$ cat src/rtl/data_sram_ctrl_if.sv
// Data SRAM bus between the MEM-stage controller (master) and the memory
// system (slave).
//
// Handshake: the master raises data_req_o with data_wr_o/size/wstrb/addr/wdata
// and holds every field stable until the slave answers data_addr_ok_i. The
// request drops in the cycle after addr_ok. data_data_ok_i (with data_rdata_i
// for reads) arrives in the addr_ok cycle or any later cycle. Exactly one
// data_ok is returned per accepted request.
interface data_sram_ctrl_if;
    logic        data_req_o;
    logic        data_wr_o;
    logic [1:0]  data_size_o;
    logic [3:0]  data_wstrb_o;
    logic [31:0] data_addr_o;
    logic [31:0] data_wdata_o;
    logic        data_addr_ok_i;
    logic        data_data_ok_i;
    logic [31:0] data_rdata_i;

    modport master (
        output data_req_o, data_wr_o, data_size_o, data_wstrb_o,
               data_addr_o, data_wdata_o,
        input  data_addr_ok_i, data_data_ok_i, data_rdata_i
    );

    modport slave (
        input  data_req_o, data_wr_o, data_size_o, data_wstrb_o,
               data_addr_o, data_wdata_o,
        output data_addr_ok_i, data_data_ok_i, data_rdata_i
    );
endinterface

$ cat src/rtl/data_sram_ctrl.sv
// MEM-stage data SRAM controller: turns a load/store into one bus transaction,
// stalls the pipeline while it is outstanding, and captures the raw read word
// for the WB-stage load aligner. A flushed transaction is still completed on
// the bus (never retracted) but its result is dropped.
module data_sram_ctrl (
    input  logic        clk,
    input  logic        rst,
    input  logic        mem_en_i,
    input  logic        mem_wen_i,
    input  logic [7:0]  aluop_i,
    input  logic [31:0] mem_addr_i,
    input  logic [31:0] mem_wdata_i,
    input  logic        flush_i,
    input  logic        pipe_stall_i,
    data_sram_ctrl_if.master bus,
    output logic [31:0] mem_rdata_o,
    output logic        mem_stall_o,
    output logic [1:0]  dbg_state_o   // 0 IDLE, 1 REQ, 2 WAIT, 3 DONE
);
    // Opcode encodings, identical to the ALUOP_* values of defines.vh.
    localparam logic [7:0] ALUOP_LB  = 8'he0;
    localparam logic [7:0] ALUOP_LH  = 8'he1;
    localparam logic [7:0] ALUOP_LWL = 8'he2;
    localparam logic [7:0] ALUOP_LW  = 8'he3;
    localparam logic [7:0] ALUOP_LBU = 8'he4;
    localparam logic [7:0] ALUOP_LHU = 8'he5;
    localparam logic [7:0] ALUOP_LWR = 8'he6;
    localparam logic [7:0] ALUOP_SB  = 8'he8;
    localparam logic [7:0] ALUOP_SH  = 8'he9;
    localparam logic [7:0] ALUOP_SWL = 8'hea;
    localparam logic [7:0] ALUOP_SW  = 8'heb;
    localparam logic [7:0] ALUOP_SWR = 8'hee;

    typedef enum logic [1:0] {
        S_IDLE = 2'd0,
        S_REQ  = 2'd1,
        S_WAIT = 2'd2,
        S_DONE = 2'd3
    } state_t;

    state_t      state;
    logic        drop;
    logic [1:0]  byte_off;
    logic [31:0] word_addr;
    logic [4:0]  swl_shamt;
    logic [4:0]  swr_shamt;
    logic [1:0]  n_size;
    logic [31:0] n_addr;
    logic [3:0]  n_wstrb;
    logic [31:0] n_wdata;
    logic        busy;

    assign byte_off  = mem_addr_i[1:0];
    assign word_addr = {mem_addr_i[31:2], 2'b00};
    assign swl_shamt = {2'd3 - byte_off, 3'b000};
    assign swr_shamt = {byte_off, 3'b000};

    // Bus fields for the instruction currently in MEM; registered at issue.
    always_comb begin
        n_size  = 2'd2;
        n_addr  = mem_addr_i;
        n_wstrb = 4'b0000;
        n_wdata = 32'd0;
        case (aluop_i)
            ALUOP_LB, ALUOP_LBU: n_size = 2'd0;
            ALUOP_LH, ALUOP_LHU: n_size = 2'd1;
            ALUOP_LW:            n_size = 2'd2;
            ALUOP_LWL, ALUOP_LWR: n_addr = word_addr;
            ALUOP_SB: begin
                n_size  = 2'd0;
                n_wstrb = 4'b0001 << byte_off;
                n_wdata = {4{mem_wdata_i[7:0]}};
            end
            ALUOP_SH: begin
                n_size  = 2'd1;
                n_wstrb = byte_off[1] ? 4'b1100 : 4'b0011;
                n_wdata = {2{mem_wdata_i[15:0]}};
            end
            ALUOP_SW: begin
                n_wstrb = 4'b1111;
                n_wdata = mem_wdata_i;
            end
            ALUOP_SWL: begin
                n_addr = word_addr;
                case (byte_off)
                    2'd0:    n_wstrb = 4'b0001;
                    2'd1:    n_wstrb = 4'b0011;
                    2'd2:    n_wstrb = 4'b0111;
                    default: n_wstrb = 4'b1111;
                endcase
                n_wdata = mem_wdata_i >> swl_shamt;
            end
            ALUOP_SWR: begin
                n_addr = word_addr;
                case (byte_off)
                    2'd0:    n_wstrb = 4'b1111;
                    2'd1:    n_wstrb = 4'b1110;
                    2'd2:    n_wstrb = 4'b1100;
                    default: n_wstrb = 4'b1000;
                endcase
                n_wdata = mem_wdata_i << swr_shamt;
            end
            default: ;
        endcase
    end

    // Transaction FSM with registered bus outputs and read-data capture.
    always_ff @(posedge clk) begin
        if (rst) begin
            state            <= S_IDLE;
            drop             <= 1'b0;
            bus.data_req_o   <= 1'b0;
            bus.data_wr_o    <= 1'b0;
            bus.data_size_o  <= 2'd0;
            bus.data_wstrb_o <= 4'd0;
            bus.data_addr_o  <= 32'd0;
            bus.data_wdata_o <= 32'd0;
            mem_rdata_o      <= 32'd0;
        end else begin
            case (state)
                S_IDLE: begin
                    if (mem_en_i && !flush_i) begin
                        state            <= S_REQ;
                        bus.data_req_o   <= 1'b1;
                        bus.data_wr_o    <= mem_wen_i;
                        bus.data_size_o  <= n_size;
                        bus.data_wstrb_o <= n_wstrb;
                        bus.data_addr_o  <= n_addr;
                        bus.data_wdata_o <= n_wdata;
                    end
                end
                S_REQ, S_WAIT: begin
                    if (flush_i) drop <= 1'b1;
                    if (state == S_REQ && bus.data_addr_ok_i) begin
                        bus.data_req_o <= 1'b0;
                        if (!bus.data_data_ok_i) state <= S_WAIT;
                    end
                    // Completion: a result flushed now or earlier is discarded.
                    if (bus.data_data_ok_i && (state == S_WAIT || bus.data_addr_ok_i)) begin
                        if (drop || flush_i) begin
                            state <= S_IDLE;
                            drop  <= 1'b0;
                        end else begin
                            state <= S_DONE;
                            if (!bus.data_wr_o) mem_rdata_o <= bus.data_rdata_i;
                        end
                    end
                end
                S_DONE: begin
                    if (flush_i || !pipe_stall_i) state <= S_IDLE;
                end
                default: state <= S_IDLE;
            endcase
        end
    end

    // Stall while issuing or outstanding; a dropped transaction only stalls a
    // newer instruction that itself needs the bus.
    assign busy        = (state == S_REQ) || (state == S_WAIT);
    assign mem_stall_o = !rst && (((state == S_IDLE) && mem_en_i && !flush_i) ||
                                  (busy && (!drop || mem_en_i)));
    assign dbg_state_o = state;
endmodule

$ cat src/flat_wrapper.sv
// flat-port wrapper written by rule: the top's interface ports become plain ports
module data_sram_ctrl_flat 
  (clk, rst, mem_en_i, mem_wen_i, aluop_i, mem_addr_i, mem_wdata_i, flush_i, pipe_stall_i, mem_rdata_o, mem_stall_o, dbg_state_o, bus_data_req_o, bus_data_wr_o, bus_data_size_o, bus_data_wstrb_o, bus_data_addr_o, bus_data_wdata_o, bus_data_addr_ok_i, bus_data_data_ok_i, bus_data_rdata_i);
  data_sram_ctrl_if bus_i ();
  input  logic clk;
  input  logic rst;
  input  logic mem_en_i;
  input  logic mem_wen_i;
  input  logic [7:0] aluop_i;
  input  logic [31:0] mem_addr_i;
  input  logic [31:0] mem_wdata_i;
  input  logic flush_i;
  input  logic pipe_stall_i;
  output logic [31:0] mem_rdata_o;
  output logic mem_stall_o;
  output logic [1:0] dbg_state_o;
  output wire logic [$bits(bus_i.data_req_o)-1:0] bus_data_req_o;
  output wire logic [$bits(bus_i.data_wr_o)-1:0] bus_data_wr_o;
  output wire logic [$bits(bus_i.data_size_o)-1:0] bus_data_size_o;
  output wire logic [$bits(bus_i.data_wstrb_o)-1:0] bus_data_wstrb_o;
  output wire logic [$bits(bus_i.data_addr_o)-1:0] bus_data_addr_o;
  output wire logic [$bits(bus_i.data_wdata_o)-1:0] bus_data_wdata_o;
  input wire logic [$bits(bus_i.data_addr_ok_i)-1:0] bus_data_addr_ok_i;
  input wire logic [$bits(bus_i.data_data_ok_i)-1:0] bus_data_data_ok_i;
  input wire logic [$bits(bus_i.data_rdata_i)-1:0] bus_data_rdata_i;
  assign bus_data_req_o = bus_i.data_req_o;
  assign bus_data_wr_o = bus_i.data_wr_o;
  assign bus_data_size_o = bus_i.data_size_o;
  assign bus_data_wstrb_o = bus_i.data_wstrb_o;
  assign bus_data_addr_o = bus_i.data_addr_o;
  assign bus_data_wdata_o = bus_i.data_wdata_o;
  assign bus_i.data_addr_ok_i = bus_data_addr_ok_i;
  assign bus_i.data_data_ok_i = bus_data_data_ok_i;
  assign bus_i.data_rdata_i = bus_data_rdata_i;
  data_sram_ctrl u_core (.clk(clk), .rst(rst), .mem_en_i(mem_en_i), .mem_wen_i(mem_wen_i), .aluop_i(aluop_i), .mem_addr_i(mem_addr_i), .mem_wdata_i(mem_wdata_i), .flush_i(flush_i), .pipe_stall_i(pipe_stall_i), .bus(bus_i), .mem_rdata_o(mem_rdata_o), .mem_stall_o(mem_stall_o), .dbg_state_o(dbg_state_o));
endmodule
$ cat config.mk
export PLATFORM = sky130hd
export DESIGN_NAME = data_sram_ctrl_flat
export DESIGN_NICKNAME = d
export VERILOG_FILES = /design/src/rtl/data_sram_ctrl_if.sv /design/src/rtl/data_sram_ctrl.sv /design/src/flat_wrapper.sv
export SDC_FILE = /design/constraint.sdc
export NUM_CORES = 1
export LEC_CHECK = 0
export ABC_AREA = 1
export BUFFER_PORTS_ARGS = -buffer_cell sky130_fd_sc_hd__buf_2
export CAP_MARGIN = 25
export CORE_UTILIZATION = 24
export DETAILED_ROUTE_END_ITERATION = 8
export PLACE_DENSITY = 0.54
export SLEW_MARGIN = 20
export SYNTH_ARGS = -nofsm -noshare
export SYNTH_HDL_FRONTEND = slang
export SYNTH_SLANG_ARGS = --single-unit
$ cat constraint.sdc
create_clock -name clk -period 2.58 [get_ports clk]
set_input_delay 0.774 -clock clk [delete_from_list [all_inputs] [get_ports clk]]
set_output_delay 0.774 -clock clk [all_outputs]
set_load 0.05 [all_outputs]
## Word level (Yosys, flattened, before mapping)

Cells that the tools add are included.

| cells by class | value |
|---|---|
| reductions and logical operators | 28 |
| multiplexer cells | 20 |
| equal/unequal tests | 21 |
| add/sub/neg operators | 1 |
| bitwise logic cells | 2 |
| shifts and indexed selects | 3 |

Operators with widths:

| operator | count |
|---|---|
| $pmux W32 S5 | 1 |
| $eq A8 B8 Y1 const B | 11 |
| $shl A32 B5 Y32 | 1 |
| $shr A32 B5 Y32 | 1 |
| $pmux W4 S5 | 1 |
| $mux W2 | 7 |
| $pmux W4 S3 | 1 |
| $pmux W3 S3 | 1 |
| $reduce_and A4 Y1 | 2 |
| $logic_and A1 B1 Y1 | 7 |
| $eq A2 B2 Y1 const B | 3 |
| $logic_or A1 B1 Y1 | 6 |
| $ne A2 B1 Y1 const B | 3 |
| $pmux W2 S3 | 1 |
| $reduce_or A3 Y1 | 2 |
| $mux W1 | 5 |
| $eq A2 B1 Y1 const B | 2 |
| $logic_not A1 Y1 | 4 |
| $logic_not A2 Y1 | 2 |
| $mux W4 | 1 |
| $pmux W2 S2 | 1 |
| $reduce_or A4 Y1 | 1 |
| $shl A1 B2 Y4 const A | 1 |
| $ne A3 B1 Y1 const B | 1 |
| other kinds (8) | 9 |

| word-level totals | value |
|---|---|
| register bits | 107 |
| logic and storage cells | 84 |

## Longest topological paths before layout

Gate-level depths: netlist of the first run.

| logic depth | value |
|---|---|
| depth in word-level cells | 5 |
| mapped depth | 11 |
| gate-level depth less buffers | 9 |

## Worst setup path after synthesis of the first run

Ideal clock, no wire load.

| timing path | value |
|---|---|
| kind | register to output |
| start | reg u_core.state[0] (netlist: u_core.dbg_state_o[0]) |
| end | out mem_stall_o |
| setup slack | -315 ps |
| required time | 1806 ps |
| stages on the path, launching flop included | 6 |
| data arrival time | 2121 ps |
| buffers on the path | 1 |
| cells stage by stage | dfxtp_1 -> inv_1 -> ha_1 -> nand3_1 -> clkbuf_1 -> a21oi_1 |

| on the way | value |
|---|---|
| longest elaborated chain between the ends | 5 |
| elaborated cells between the ends (all ways) | 9 |

RTL lines:

| item | RTL line | text |
|---|---|---|
| start, declared | data_sram_ctrl.sv:41 | `state_t state;` |
| start signal, assigned | data_sram_ctrl.sv:110 | `state <= S_IDLE;` |
| start signal, assigned | data_sram_ctrl.sv:123 | `state <= S_REQ;` |
| start signal, assigned | data_sram_ctrl.sv:136 | `if (!bus.data_data_ok_i) state <= S_WAIT;` |
| $eq A2 B1 Y1 (tied with other cells) | data_sram_ctrl.sv:159 | `assign busy = (state == S_REQ) \|\| (state == S_WAIT);` |
| $logic_or A1 B1 Y1 or $logic_and A1 B1 Y1 (tied branches) | data_sram_ctrl.sv:159, data_sram_ctrl.sv:160 |  |
| $logic_and A1 B1 Y1, on equally long branches | data_sram_ctrl.sv:161, data_sram_ctrl.sv:160 |  |
| $logic_or A1 B1 Y1 (*) | data_sram_ctrl.sv:160 | `assign mem_stall_o = !rst && (((state == S_IDLE) && mem_en_i && !flush_i) \|\|` |
| $logic_and A1 B1 Y1 (*) | data_sram_ctrl.sv:160 |  |
| end, declared | flat_wrapper.sv:15 | `output logic mem_stall_o;` |

Mark *: on every way between the ends. The rest lies on a longest branch, timed or not.

## Final worst setup path of the first run

| timing path | value |
|---|---|
| start | reg u_core.state[1] (netlist: u_core.dbg_state_o[1]) |
| end | out mem_stall_o |

Same word-level chain as after synthesis.

==> out/qor.txt, run 1 <==
status -> complete, no violations
Synth-to-Final Area Change -> 33.5%
first-pass GRT wire length -> 33,100 um
post-DR wirelength/cell -> 15.3 um
mux share of post-synthesis cell area -> 0
drt initial violations -> 586
WL final -> 21,100 um
RePlAce Congestion -> 0.927
Synth Area in XOR/XNOR -> 0
clk slew on worst S/H paths -> 80 ps
Seq cells post-synth -> 107
Worst slew margin -> 0.655
RSZ-0062 raised after global routing -> false
Worst setup EP type -> output pin
Slew Viols, Final -> 0
Synth Instances -> 873
syn_nets -> 990
Switch Pwr -> 2.29 mW
most common cell after layout, fill and taps aside -> nand2_1
Flop pwr share -> 0.365
die width -> 153 um
Die Area -> 0.0235 mm2
WS Path Type -> flop to output pin
cts bufs inserted -> 9
P_leak -> 3.76 nW
TritonCTS clock tree -> done
row cnt -> 55
Worst Max-Slew Pin Slew -> 518 ps
WHS -> 464 ps
combinational power share -> 0.351
global route overflow -> 0
All-Layer GR Usage -> 0.178
largest net degree at the start of global routing -> 64
HPWL Detailed -> 15,900 um
Reg area -> 0.00214 mm2
Period Utilization, post-route -> 0.941
largest family of logic cells by synthesized area -> simple AND/OR/NAND/NOR gates
via count -> 6,353
layout cells sized above 1 -> 0.268
max frequency -> 412 MHz
Post-Route Setup TNS -> 0 ps
clock sinks -> 107
# fillers -> 2,576
initial antenna violation count -> 0
Critical Path Start Type -> flop
minimum clock period -> 2430 ps
pwr dens -> 739 mW/mm2
Via density -> 4.63
ANT nets after route -> 0
CP arrival -> 1650 ps
Post-Synth Simple-Gate Area -> 0.380
Critical Path RT -> 1810 ps
Post-CTS Hold Buffers -> 0
Total Nets Final -> 1,200
most frequent cells in the layout -> nand2_1 (218), buf_2 (217), nor2_1 (198)
Hold WC Path Type -> flop to flop
Netlist Area Pre-Place -> 0.00550 mm2
sw frac -> 0.422
DRC Markers -> 0
Yosys cell types -> 28
Hold Fails Final Rpt -> 0
Syn Area/Cell -> 6.30 um2
worst clock skew -> 10.7 ps
H-tree depth -> 3
Core Region -> 0.0226 mm2
complex-gate fraction of the synthesized area -> 0.155
clock network fraction of design power -> 0.285
Starting Density -> 0.244
multi-input logic area -> 0.00302 mm2
TritonRoute pass-1 iters -> 7
CTS root buffer -> clkbuf_16
Post-Synth Adder-Cell Area -> 0.0114
clk_lat worst skew -> 370 ps
Port-buffer cells -> 218
num ports -> 219
Design Power -> 5.43 mW
Final setup viols -> 0
antenna cell count -> 0
Max-Cap Viols -> 0
Internal -> 3.14 mW
Longest Clk Path Bufs -> 2
Die Y-Extent -> 153 um
Critical Path Fanout Max -> 5
vias in the first global route -> 5,734
worst vdd ir -> 0.401 mV
post-synthesis sequential area ratio -> 0.390
YS warnings -> 0
Core Util, Final -> 0.325
==> path summary, 6_finish.rpt <==
check	startpoint	end	slack, ps	depth (start not counted)
worst max-delay path	u_core.dbg_state_o[1]$_SDFFE_PP0P_	mem_stall_o	150	5
worst min-delay path	u_core.bus.data_wdata_o[5]$_SDFFE_PP0P_	u_core.bus.data_wdata_o[5]$_SDFFE_PP0P_	460	2
worst max register to register	u_core.dbg_state_o[1]$_SDFFE_PP0P_	u_core.bus.data_size_o[1]$_SDFFE_PP0P_	540	8
worst min register to register	u_core.bus.data_wdata_o[5]$_SDFFE_PP0P_	u_core.bus.data_wdata_o[5]$_SDFFE_PP0P_	460	2
==> cells by family after synthesis <==
group | count (synthesis)
buffers and inverters | 87
AND/OR/NAND/NOR | 508
adder cells (fa/ha/maj) | 5
AO/OA/AOI/OAI | 166
flip-flops | 107
==> critical path, stage by stage, from the launching register on <==
cell	delay [ps]
dfxtp_2	380
inv_1	90
ha_1	310
o21ai_0	150
a21oi_4	150
buf_4	210
==> stage by stage <==
step / std cells / worst slack [ps] / area (um2)
2_1_floorplan: 873 / 11.4 / 5510
3_3_place_gp: 1357 / 269 / 7010
3_5_place_dp: 1357 / 245 / 7010
4_1_cts: 1373 / 29.6 / 7340
5_1_grt: 1373 / 63.8 / 7340
6_report: 1373 / 153 / 7340
==> power groups by stage <==
stage | Combinational (mW) | Sequential, mW | Clock (mW)
floorplan | 0.618 | 2.73 | 0
global placement | 1.91 | 2.01 | 0
detailed placement | 1.91 | 2.02 | 0
CTS | 1.92 | 1.98 | 1.60
global route | 2.05 | 2.01 | 1.66
finish | 1.90 | 1.98 | 1.54
==> Yosys cell counts (all sizes together) <==
library cell,count,share of area
a211oi,1,0.0014
a21o,1,0.0014
a21oi,65,0.060
and3,1,0.0011
buf,22,0.020
clkbuf,28,0.019
dfxtp,107,0.39
ha,5,0.011
inv,37,0.025
nand2,225,0.16
nand3,53,0.049
nand4,20,0.023
nor2,205,0.14
nor3,3,0.0027
o211ai,1,0.0023
o21ai,98,0.091
or3,1,0.0011
==> per-layer routing <==
metal  up-vias  GRT usage  wire length (um)
met5         -          0                 0
met4         0     0.0562               400
met3        26     0.0326              1210
met2       220      0.272              9330
met1      2850      0.252             10100
li1       3257          -                 -
==> final cells by class <==
type,instances,share of cell area
Inverter,37,0.0189
Sequential cell,107,0.292
Clock inverter,7,0.0140
Multi-Input combinational cell,679,0.412
Tap cell,285,0.0486
Timing Repair Buffer,249,0.184
Clock buffer,9,0.0307
==> what timing repair did <==
action                                 4_1_cts  5_1_grt
endpoints found under the hold margin        0        0
gates cloned                                 0        0
pin swaps                                    0        0
setup endpoints to repair                    1        1
buffers inserted                             0        0
resized for setup                            1        1
==> state kept, by name, indices dropped and copies added, names as in the netlist <==
register,cells
u_core.bus.data_wstrb_o,4
u_core.dbg_state_o,2
u_core.bus.data_wdata_o,32
u_core.bus.data_req_o,1
u_core.bus.data_wr_o,1
u_core.bus.data_addr_o,32
u_core.mem_rdata_o,32
u_core.bus.data_size_o,2
u_core.drop,1
Note: power is estimated with default switching activity, not from simulation.
==> inputs of run 2 (changes only) <==
--- a/config.mk
+++ b/config.mk
@@ -8,9 +8,11 @@
 export ABC_AREA = 1
 export BUFFER_PORTS_ARGS = -buffer_cell sky130_fd_sc_hd__buf_2
 export CAP_MARGIN = 25
+export CORE_ASPECT_RATIO = 1.4
 export CORE_UTILIZATION = 24
 export DETAILED_ROUTE_END_ITERATION = 8
 export PLACE_DENSITY = 0.54
+export REMOVE_ABC_BUFFERS = 1
 export SLEW_MARGIN = 20
 export SYNTH_ARGS = -nofsm -noshare
 export SYNTH_HDL_FRONTEND = slang
==> run 2 against run 1 <==
  * Cell count is 1.5% higher
  * Clock power shrank 9%
  * Total power down 2.8%
  * Sequential power is essentially flat
  * Global-route usage down 0.63 points
  * Maximum frequency is 1.7% higher
  * Count of clock-buffer cells in the layout did not move
  * Sequential share of layout area shrank 0.15 points
==> out/qor.txt, run 2 (synthesis results as in run 1) <==
Die Y-Extent -> 181 um (+18%)
combinational power share -> 0.360 (+0.009)
crit path cell chain -> inv_1 -> ha_4 -> o21ai_0 -> a21oi_1 -> buf_4
Reg-to-Reg Start -> u_core.dbg_state_o[1]$_SDFFE_PP0P_
slowest CP cell -> dfxtp_1
WS Path Type -> flop to output pin
biggest regs -> u_core.bus.data_addr_o (32), u_core.bus.data_wdata_o (32), u_core.mem_rdata_o (32)
cts bufs inserted -> 9 (unchanged)
H-tree depth -> 3 (unchanged)
P_leak -> 3.76 nW (about the same)
Hold WC Path Type -> flop to flop
initial antenna violation count -> 0 (unchanged)
row cnt -> 65 (+18%)
Starting Density -> 0.244 (+0.000474)
clk slew on worst S/H paths -> 70 ps (about the same)
status -> complete, no violations
most frequent cells in the layout -> nand2_1 (218), buf_2 (217), nor2_1 (198)
Die Area -> 0.0235 mm2 (about the same)
Hold Fails Final Rpt -> 0 (unchanged)
Total Nets Final -> 1,204 (+0.33%)
RSZ-0062 raised after global routing -> false
Core Region -> 0.0225 mm2 (-0.19%)
# fillers -> 2,566 (-0.39%)
Post-CTS Hold Buffers -> 0 (unchanged)
minimum clock period -> 2390 ps (-41.4 ps)
Worst Max-Slew Pin Slew -> 686 ps (+168 ps)
WL final -> 20,200 um (-4.0%)
via count -> 6,345 (-0.13%)
Final setup viols -> 0 (unchanged)
Period Utilization, post-route -> 0.925 (-0.0161)
Place WS -> 311 ps (+66.0 ps)
Flop pwr share -> 0.374 (+0.009)
Hold EP -> u_core.bus.data_wdata_o[25]$_SDFFE_PP0P_
Synth-to-Final Area Change -> 34.1%
Post-Route Setup TNS -> 0 ps (unchanged)
WHS Path Cells -> 2 (unchanged)
TritonRoute pass-1 iters -> 5 (-2)
ANT nets after route -> 0 (unchanged)
first-pass GRT wire length -> 31,200 um (-5.7%)
Critical Path Start Type -> flop
Slew Viols, Final -> 0 (unchanged)
Worst slew margin -> 0.543 (-0.112)
final worst setup slack -> 194 ps (+41.4 ps)
worst clock skew -> 12.2 ps (+1.50 ps)
Switch Pwr -> 2.24 mW (-2.3%)
r2r endpoint -> u_core.mem_rdata_o[0]$_SDFFE_PP0P_
TritonCTS clock tree -> done
Longest Clk Path Bufs -> 2 (unchanged)
most common cell after layout, fill and taps aside -> nand2_1
die width -> 130 um (-15%)
clock sinks -> 107 (unchanged)
drt initial violations -> 293 (-50%)
largest net degree at the start of global routing -> 61 (-4.7%)
Port-buffer cells -> 218 (unchanged)
hold path startpoint -> u_core.bus.data_wdata_o[25]$_SDFFE_PP0P_
RePlAce Congestion -> 0.863 (-6.9%)
Critical Path Fanout Max -> 7 (+2)
global route overflow -> 0 (unchanged)
sw frac -> 0.424 (+0.00223)
HPWL Detailed -> 14,800 um (-7.1%)
worst vdd ir -> 0.289 mV (-28%)
CP arrival -> 1610 ps (-40 ps)
R2R depth -> 10 (+2)
Worst setup EP type -> output pin
DRC Markers -> 0 (unchanged)
Via density -> 4.55 (-1.6%)
Post-DP Area -> 0.00707 mm2 (+0.89%)
num ports -> 219 (unchanged)
Max-Cap Viols -> 0 (unchanged)
clk_lat worst skew -> 360 ps (about the same)
pwr dens -> 715 mW/mm2 (-3.3%)
antenna cell count -> 0 (unchanged)
CTS root buffer -> clkbuf_16
Internal -> 3.04 mW (-3.2%)
post-DR wirelength/cell -> 14.5 um (-5.3%)
layout cells sized above 1 -> 0.270 (+0.00176)
clock network fraction of design power -> 0.266 (-0.019)
Final Cell Area -> 0.00737 mm2 (+0.44%)
Critical Path RT -> 1810 ps (about the same)
All-Layer GR Usage -> 0.172 (-0.00631)
CP max stage delay -> 400 ps (+20 ps)
vias in the first global route -> 5,944 (+3.7%)
max frequency -> 419 MHz (+1.7%)
R2R setup slack -> 690 ps (+150 ps)
[run 2: changes by cell type in the layout (fill, tap and decap cells not counted), sizes merged]
cell	change
clkinvlp	+2
inv	-1
buf	+4
bufinv	-1
[run 2: final cells by class]
cell class,count,area [um2],share of cell area
well taps,301,377,0.0511
multi-input cells,679,3020,0.410
repair buffers,253,1410,0.191
flip-flops and latches,107,2140,0.291
inverters,37,139,0.0188
clock buffers,9,225,0.0305
clock inverters,7,60.1,0.00815
[run 2: critical path, delay by kind of cell (launching register included)]
family | cells | cell delay (ps)
flops | 1 | 400
fa+ha+maj | 1 | 320
compound gates | 2 | 200
buf+inv | 2 | 330
[run 2: what timing repair did]
| item | 4_1_cts | 5_1_grt |
|---|---|---|
| endpoints found under the setup margin | 0 | 1 |
| gates resized for setup | 0 | 5 |
| buffers inserted | 0 | 0 |
[run 2: how the worst max path moves through the flow]
stage | start | end | slack [ps] | cells past startpoint
after global routing | u_core.dbg_state_o[1]$_SDFFE_PP0P_ | mem_stall_o | 70 | 5
after global placement | flush_i | mem_stall_o | 320 | 5
final | u_core.dbg_state_o[1]$_SDFFE_PP0P_ | mem_stall_o | 190 | 5
after floorplan | u_core.dbg_state_o[0]$_SDFFE_PP0P_ | mem_stall_o | -1170 | 4
after CTS | u_core.dbg_state_o[0]$_SDFFE_PP0P_ | mem_stall_o | 5 | 5
after detailed placement | flush_i | mem_stall_o | 310 | 5
[run 2: layer usage]
metal / track usage / wire (um)
met1: 0.195 / 8300
met2: 0.309 / 10100
met3: 0.0335 / 1230
met4: 0.0698 / 624
met5: 0 / 0
[run 2: power groups by stage]
stage | logic (mW) | registers, mW | clock network, mW
detailed placement | 1.89 | 2.01 | 0
floorplan | 0.555 | 2.73 | 0
finish | 1.90 | 1.97 | 1.40
global placement | 1.89 | 2.00 | 0
global route | 2.07 | 2.00 | 1.54
CTS | 1.89 | 1.97 | 1.47
[run 2: metrics by stage]
step,power (mW),utilization,cells,hold slack (ps)
after floorplan,3.29,-,823,562
after global placement,3.89,0.314,1377,453
after detailed placement,3.90,0.314,1377,454
after CTS,5.33,0.327,1393,466
after global routing,5.61,0.327,1393,487
final,5.27,0.327,1393,464
